===== config.mk =====
export PLATFORM = sky130hd
export DESIGN_NAME = instr_sequencer
export DESIGN_NICKNAME = d
export VERILOG_FILES = /design/src/rtl/instr_sequencer_pkg.sv /design/src/rtl/reg_en_decoder.sv /design/src/rtl/instr_sequencer.sv
export SDC_FILE = /design/constraint.sdc
export NUM_CORES = 1
export LEC_CHECK = 0
export ABC_AREA = 1
export CAP_MARGIN = 15
export CORE_MARGIN = 3
export CORE_UTILIZATION = 35
export DETAILED_ROUTE_END_ITERATION = 8
export PLACE_DENSITY = 0.83
export SYNTH_ARGS = -nofsm -noshare
export SYNTH_HDL_FRONTEND = slang
export SYNTH_SLANG_ARGS = --single-unit

===== constraint.sdc =====
create_clock -name clk -period 2.9 [get_ports clk]
set_input_delay 0.58 -clock clk [delete_from_list [all_inputs] [get_ports clk]]
set_output_delay 0.58 -clock clk [all_outputs]
set_load 0.01 [all_outputs]

===== src/rtl/instr_sequencer_pkg.sv =====
// Shared definitions for the instruction sequencer: state encoding, opcode and
// extension fields, branch condition codes and ALU flag bit positions.
package instr_sequencer_pkg;

  // State codes are visible on the state port, so the values are fixed.
  typedef enum logic [2:0] {
    StFetch  = 3'd0,
    StDecode = 3'd1,
    StExec   = 3'd2,
    StLdAddr = 3'd3,
    StLdWb   = 3'd4,
    StStore  = 3'd5,
    StBranch = 3'd6,
    StHalt   = 3'd7
  } state_e;

  // Opcode field ir[15:12]
  localparam logic [3:0] OpAluReg = 4'b0000;
  localparam logic [3:0] OpExt    = 4'b0100;
  localparam logic [3:0] OpBranch = 4'b1100;

  // Extension field ir[7:4] under OpExt
  localparam logic [3:0] ExtLoad  = 4'b0000;
  localparam logic [3:0] ExtStore = 4'b0100;
  localparam logic [3:0] ExtHalt  = 4'b1111;

  // Branch condition field ir[11:8]
  localparam logic [3:0] CondZ      = 4'b0000;
  localparam logic [3:0] CondNz     = 4'b0001;
  localparam logic [3:0] CondC      = 4'b0010;
  localparam logic [3:0] CondNc     = 4'b0011;
  localparam logic [3:0] CondL      = 4'b0100;
  localparam logic [3:0] CondNl     = 4'b0101;
  localparam logic [3:0] CondN      = 4'b0110;
  localparam logic [3:0] CondNn     = 4'b0111;
  localparam logic [3:0] CondF      = 4'b1000;
  localparam logic [3:0] CondNf     = 4'b1001;
  localparam logic [3:0] CondAlways = 4'b1110;

  // Flag register layout {C,L,F,Z,N}
  localparam int unsigned FlagC = 4;
  localparam int unsigned FlagL = 3;
  localparam int unsigned FlagF = 2;
  localparam int unsigned FlagZ = 1;
  localparam int unsigned FlagN = 0;

  // Evaluate a branch condition against the current flags; unlisted codes never take.
  function automatic logic cond_taken(input logic [3:0] cond, input logic [4:0] flags);
    logic taken;
    taken = 1'b0;
    case (cond)
      CondZ:      taken = flags[FlagZ];
      CondNz:     taken = ~flags[FlagZ];
      CondC:      taken = flags[FlagC];
      CondNc:     taken = ~flags[FlagC];
      CondL:      taken = flags[FlagL];
      CondNl:     taken = ~flags[FlagL];
      CondN:      taken = flags[FlagN];
      CondNn:     taken = ~flags[FlagN];
      CondF:      taken = flags[FlagF];
      CondNf:     taken = ~flags[FlagF];
      CondAlways: taken = 1'b1;
      default:    taken = 1'b0;
    endcase
    return taken;
  endfunction

endpackage


===== src/rtl/reg_en_decoder.sv =====
// 4-to-16 one-hot register-write enable decoder with a global enable.
module reg_en_decoder (
  input  logic        en,
  input  logic [3:0]  sel,
  output logic [15:0] onehot
);

  // Single set bit at sel when enabled, all zero otherwise.
  always_comb begin
    onehot = '0;
    if (en) begin
      onehot[sel] = 1'b1;
    end
  end

endmodule


===== src/rtl/instr_sequencer.sv =====
// Multi-cycle instruction sequencer: fetches, decodes and steps ALU, load,
// store and branch instructions, driving Moore control outputs from state/ir.
// Optional feature: define CTRL_HALT_EN to make ext opcode 0100/1111 a HALT
// that only reset can leave; otherwise that encoding executes as a NOP.
module instr_sequencer
  import instr_sequencer_pkg::*;
(
  input  logic        clk,
  input  logic        reset,
  input  logic [15:0] mem_data,
  input  logic [4:0]  flags,
  output logic [15:0] ir,
  output logic [3:0]  mux_A_sel,
  output logic [3:0]  mux_B_sel,
  output logic [15:0] reg_en,
  output logic        imm_sel,
  output logic        flag_en,
  output logic        pc_en,
  output logic        pc_ld,
  output logic        mem_w_en_a,
  output logic        addr_sel,
  output logic        wb_sel,
  output logic [15:0] br_disp,
  output logic [2:0]  state
);

  state_e      state_q, state_d;
  logic [15:0] ir_q, ir_d;
  logic        dec_en;

  // State and instruction register; async reset lands in FETCH with ir cleared,
  // which makes every control output zero without waiting for a clock.
  always_ff @(posedge clk or negedge reset) begin
    if (!reset) begin
      state_q <= StFetch;
      ir_q    <= '0;
    end else begin
      state_q <= state_d;
      ir_q    <= ir_d;
    end
  end

  // Next-state decode and Moore control outputs.
  always_comb begin
    state_d    = state_q;
    ir_d       = ir_q;
    imm_sel    = 1'b0;
    flag_en    = 1'b0;
    pc_en      = 1'b0;
    pc_ld      = 1'b0;
    mem_w_en_a = 1'b0;
    addr_sel   = 1'b0;
    wb_sel     = 1'b0;
    dec_en     = 1'b0;
    unique case (state_q)
      StFetch: begin
        state_d = StDecode;
      end
      StDecode: begin
        // Memory read data for the PC address is valid now.
        ir_d = mem_data;
        if (mem_data[15:12] == OpExt) begin
          if (mem_data[7:4] == ExtLoad) begin
            state_d = StLdAddr;
          end else if (mem_data[7:4] == ExtStore) begin
            state_d = StStore;
`ifdef CTRL_HALT_EN
          end else if (mem_data[7:4] == ExtHalt) begin
            state_d = StHalt;
`endif
          end else begin
            state_d = StExec;
          end
        end else if (mem_data[15:12] == OpBranch) begin
          state_d = StBranch;
        end else begin
          state_d = StExec;
        end
      end
      StExec: begin
        pc_en = 1'b1;
        // Any ext opcode that reaches EXEC is a NOP: advance PC only.
        if (ir_q[15:12] != OpExt) begin
          dec_en  = 1'b1;
          flag_en = 1'b1;
          imm_sel = (ir_q[15:12] != OpAluReg);
        end
        state_d = StFetch;
      end
      StLdAddr: begin
        addr_sel = 1'b1;
        state_d  = StLdWb;
      end
      StLdWb: begin
        addr_sel = 1'b1;
        wb_sel   = 1'b1;
        dec_en   = 1'b1;
        pc_en    = 1'b1;
        state_d  = StFetch;
      end
      StStore: begin
        addr_sel   = 1'b1;
        mem_w_en_a = 1'b1;
        pc_en      = 1'b1;
        state_d    = StFetch;
      end
      StBranch: begin
        if (cond_taken(ir_q[11:8], flags)) begin
          pc_ld = 1'b1;
        end else begin
          pc_en = 1'b1;
        end
        state_d = StFetch;
      end
      StHalt: begin
        state_d = StHalt;
      end
    endcase
  end

  reg_en_decoder u_reg_en_decoder (
    .en     (dec_en),
    .sel    (ir_q[11:8]),
    .onehot (reg_en)
  );

  assign ir        = ir_q;
  assign mux_A_sel = ir_q[11:8];
  assign mux_B_sel = ir_q[3:0];
  assign br_disp   = {{8{ir_q[7]}}, ir_q[7:0]};
  assign state     = state_q;

endmodule


==> impl_metrics.yaml <==
status:
  status: "finished clean"
global_routing:
  grt_pass1_wl_mm: 5.55
  grt_pass1_vias: 1265
  grtUsageTotal_pct: 15.8
  grt_max_degree: 24
  grt-ovfl-total: 0
  antenna_found_initial: 0
power:
  peakVddDrop_v: 0.000307
  p_per_area_nw_per_um2: 232
  p_leak_uw: 0.000928
sta:
  hold_violations: 0
  fmax_ghz: 0.371
  fin_tns_setup_ps: 0
  fin_crit_ps: 2690
  fin_hold_ws_ps: 509
  report.final.slew_viol_count: 0
  maxSlewHeadroom_pct: 45.1
  worstMarginPinSlew_ps: 822
  grt_setup_unrepaired: "false"
  setup-violations-final: 0
  clock_skew_ps: 3.02
  setup_ws_ps: 206
  period_share_pct: 92.9
cells_and_area:
  stdcell_area_um2: 2080
  diodes: 0
  synthToLayoutAreaGrowth_pct: 59.4
  drive_above_1_share_pct: 4.67
  fin_nets: 281
critical_path:
  endpoint_kind: "output port"
  r2r-end: "ir[14]$_DFFE_PN0P_"
  max_stage_delay_ps: 550
  critical_path.reg2reg.startpoint: "state[0]$_DFF_PN0_"
  crit_start: "state[1]$_DFF_PN0_"
  cp_max_fo: 5
  crit_type: "reg2out"
  cp.arrival_ps: 2110
  critical_path.cell_chain: "inv_1, nand2_1, o21ai_2, nand3_1, nor2_1, clkdlybuf4s50_1"
  reg2reg_depth: 7
  crit_required_ps: 2320
  critPathCapture: "reg_en[12]"
  critical_path.slowest_cell: "clkdlybuf4s50_1"
  r2r_slack_ps: 1290
  start_kind: "register"
yosys:
  synth.distinct_cells: 18
  yosys_warnings: 0
  ys_seq_area_share_pct: 36.4
  synthCells: 192
  synth-seq-cells: 19
  synth.avg_cell_area_um2: 6.81
  synth_fp_nets: 215
  syn_area_um2: 1310
placed_design:
  post-place-ws_ps: 260
  gp_congestion: 0.899
  port-buffer-count: 88
  postPlaceCellArea_um2: 2040
  hpwlAfterDp_mm: 2.79
floorplanning:
  pin_count: 89
  initial_utilization_pct: 37.7
  dieArea_um2: 4510
  die_y_um: 67.1
  design.core.area_um2: 3470
  row_count: 21
  die_w_um: 67.1
route:
  viasPerCell: 4.44
  wirelength_mm: 3.45
  drt_first_pass_iters: 4
  ant_nets: 0
  drc_errors: 0
  first_iter_violations: 69
  num_vias: 1345
  wl_per_cell_um: 11.4
clock_network:
  clk_latency_ps: 250
  postCtsSetupRepairBufs: 0
  postCtsResizedCells: 0
  h-tree-depth: 1
  numCtsBuffers: 3
  clock-root-buffer: "clkbuf_8"
  cts_buffer_depth: 2
  cts_tree: "yes"
  cts.sinks: 19
  cts_hold_buf: 0
  clk_transition_reported_paths_ps: 60
worst_hold_path:
  hold_path.class: "reg2reg"
job:
  max_cap_viol_count: 0
final cells by class:
| type | instances | area, µm² |
|---|---|---|
| multi-input combinational | 118 | 520 |
| fill | 339 | 1380 |
| clock buffer | 4 | 45.0 |
| tap | 46 | 57.6 |
| inverter | 28 | 105 |
| sequential | 19 | 475 |
| timing repair buffer | 88 | 881 |
worst min path at each step:
stage / from / endpoint / slack [ps] / depth (start not counted)
after floorplan: reset / ir[0]$_DFFE_PN0P_ / 280 / 0
after detailed placement: ir[14]$_DFFE_PN0P_ / ir[14]$_DFFE_PN0P_ / 490 / 2
after global routing: ir[4]$_DFFE_PN0P_ / ir[4]$_DFFE_PN0P_ / 550 / 2
final: ir[6]$_DFFE_PN0P_ / ir[6]$_DFFE_PN0P_ / 510 / 2
after CTS: ir[6]$_DFFE_PN0P_ / ir[6]$_DFFE_PN0P_ / 520 / 2
after global placement: ir[6]$_DFFE_PN0P_ / ir[6]$_DFFE_PN0P_ / 480 / 2
sequential cells by signal, summed over array words and instances, names as in the netlist:
| signal | count |
|---|---|
| ir | 16 |
| state | 3 |
layout by cell type (no fill, tap or decap):
master	Yosys	routed
clkbuf_1	0	1
nor2_2	1	1
dfrtp_1	19	19
a21oi_1	1	1
nand4_1	2	2
clkdlybuf4s50_1	0	88
o21ai_2	4	4
nor2_4	1	1
a31oi_1	1	1
nor3_1	3	3
nand2_1	51	51
nand3_1	15	15
clkbuf_8	0	3
inv_1	25	25
o21ai_0	8	8
inv_2	3	3
o22ai_1	1	1
nand3b_1	1	1
nor2_1	29	29
metrics by stage:
step / std cells / utilization [%] / power, µW
2_1_floorplan: 192 / - / 275
3_3_place_gp: 299 / 58.8 / 312
3_5_place_dp: 299 / 58.8 / 312
4_1_cts: 303 / 60.1 / 491
5_1_grt: 303 / 60.1 / 511
6_report: 303 / 60.1 / 484
synthesized netlist by cell type:
master	instances	area (µm²)
nand4_1	2	12.5
buf_6	1	11.3
inv_2	3	11.3
o21ai_0	8	40.0
nand3_1	15	75.1
a31oi_1	1	6.26
nand3b_1	1	7.51
dfrtp_1	19	475
buf_4	26	195
o21ai_2	4	35.0
a21oi_1	1	5.00
nor2_4	1	11.3
inv_1	25	93.8
o22ai_1	1	6.26
nor3_1	3	15.0
nand2_1	51	191
nor2_1	29	109
nor2_2	1	6.26
worst max-delay path, delay by kind of cell (launching register included):
kind / cells / cell delay (ps)
buffers and inverters: 2 / 710
DFF: 1 / 450
and+or+nand+nor: 3 / 450
AOI/OAI and AO/OA: 1 / 260
metal layers:
metal,global-route usage (%),wire [µm]
met1,18.2,1400
met2,29.8,1790
met3,4.55,254
met4,1.01,0
met5,0,0
cell families after synthesis:
group / after synthesis / share of synthesized area, %
buf+inv: 55 / 23.8
flops: 19 / 36.4
compound gates: 15 / 7.08
simple gates: 103 / 32.7
power by group:
part	switching, µW	internal, µW	total, µW	leakage, µW
registers	0	265	265	0.000166
clock network	79.4	97.4	177	0.0000228
logic	14.5	27.4	41.9	0.000739
total	93.8	390	484	0.000928
Note: power is estimated with default switching activity, not from simulation.
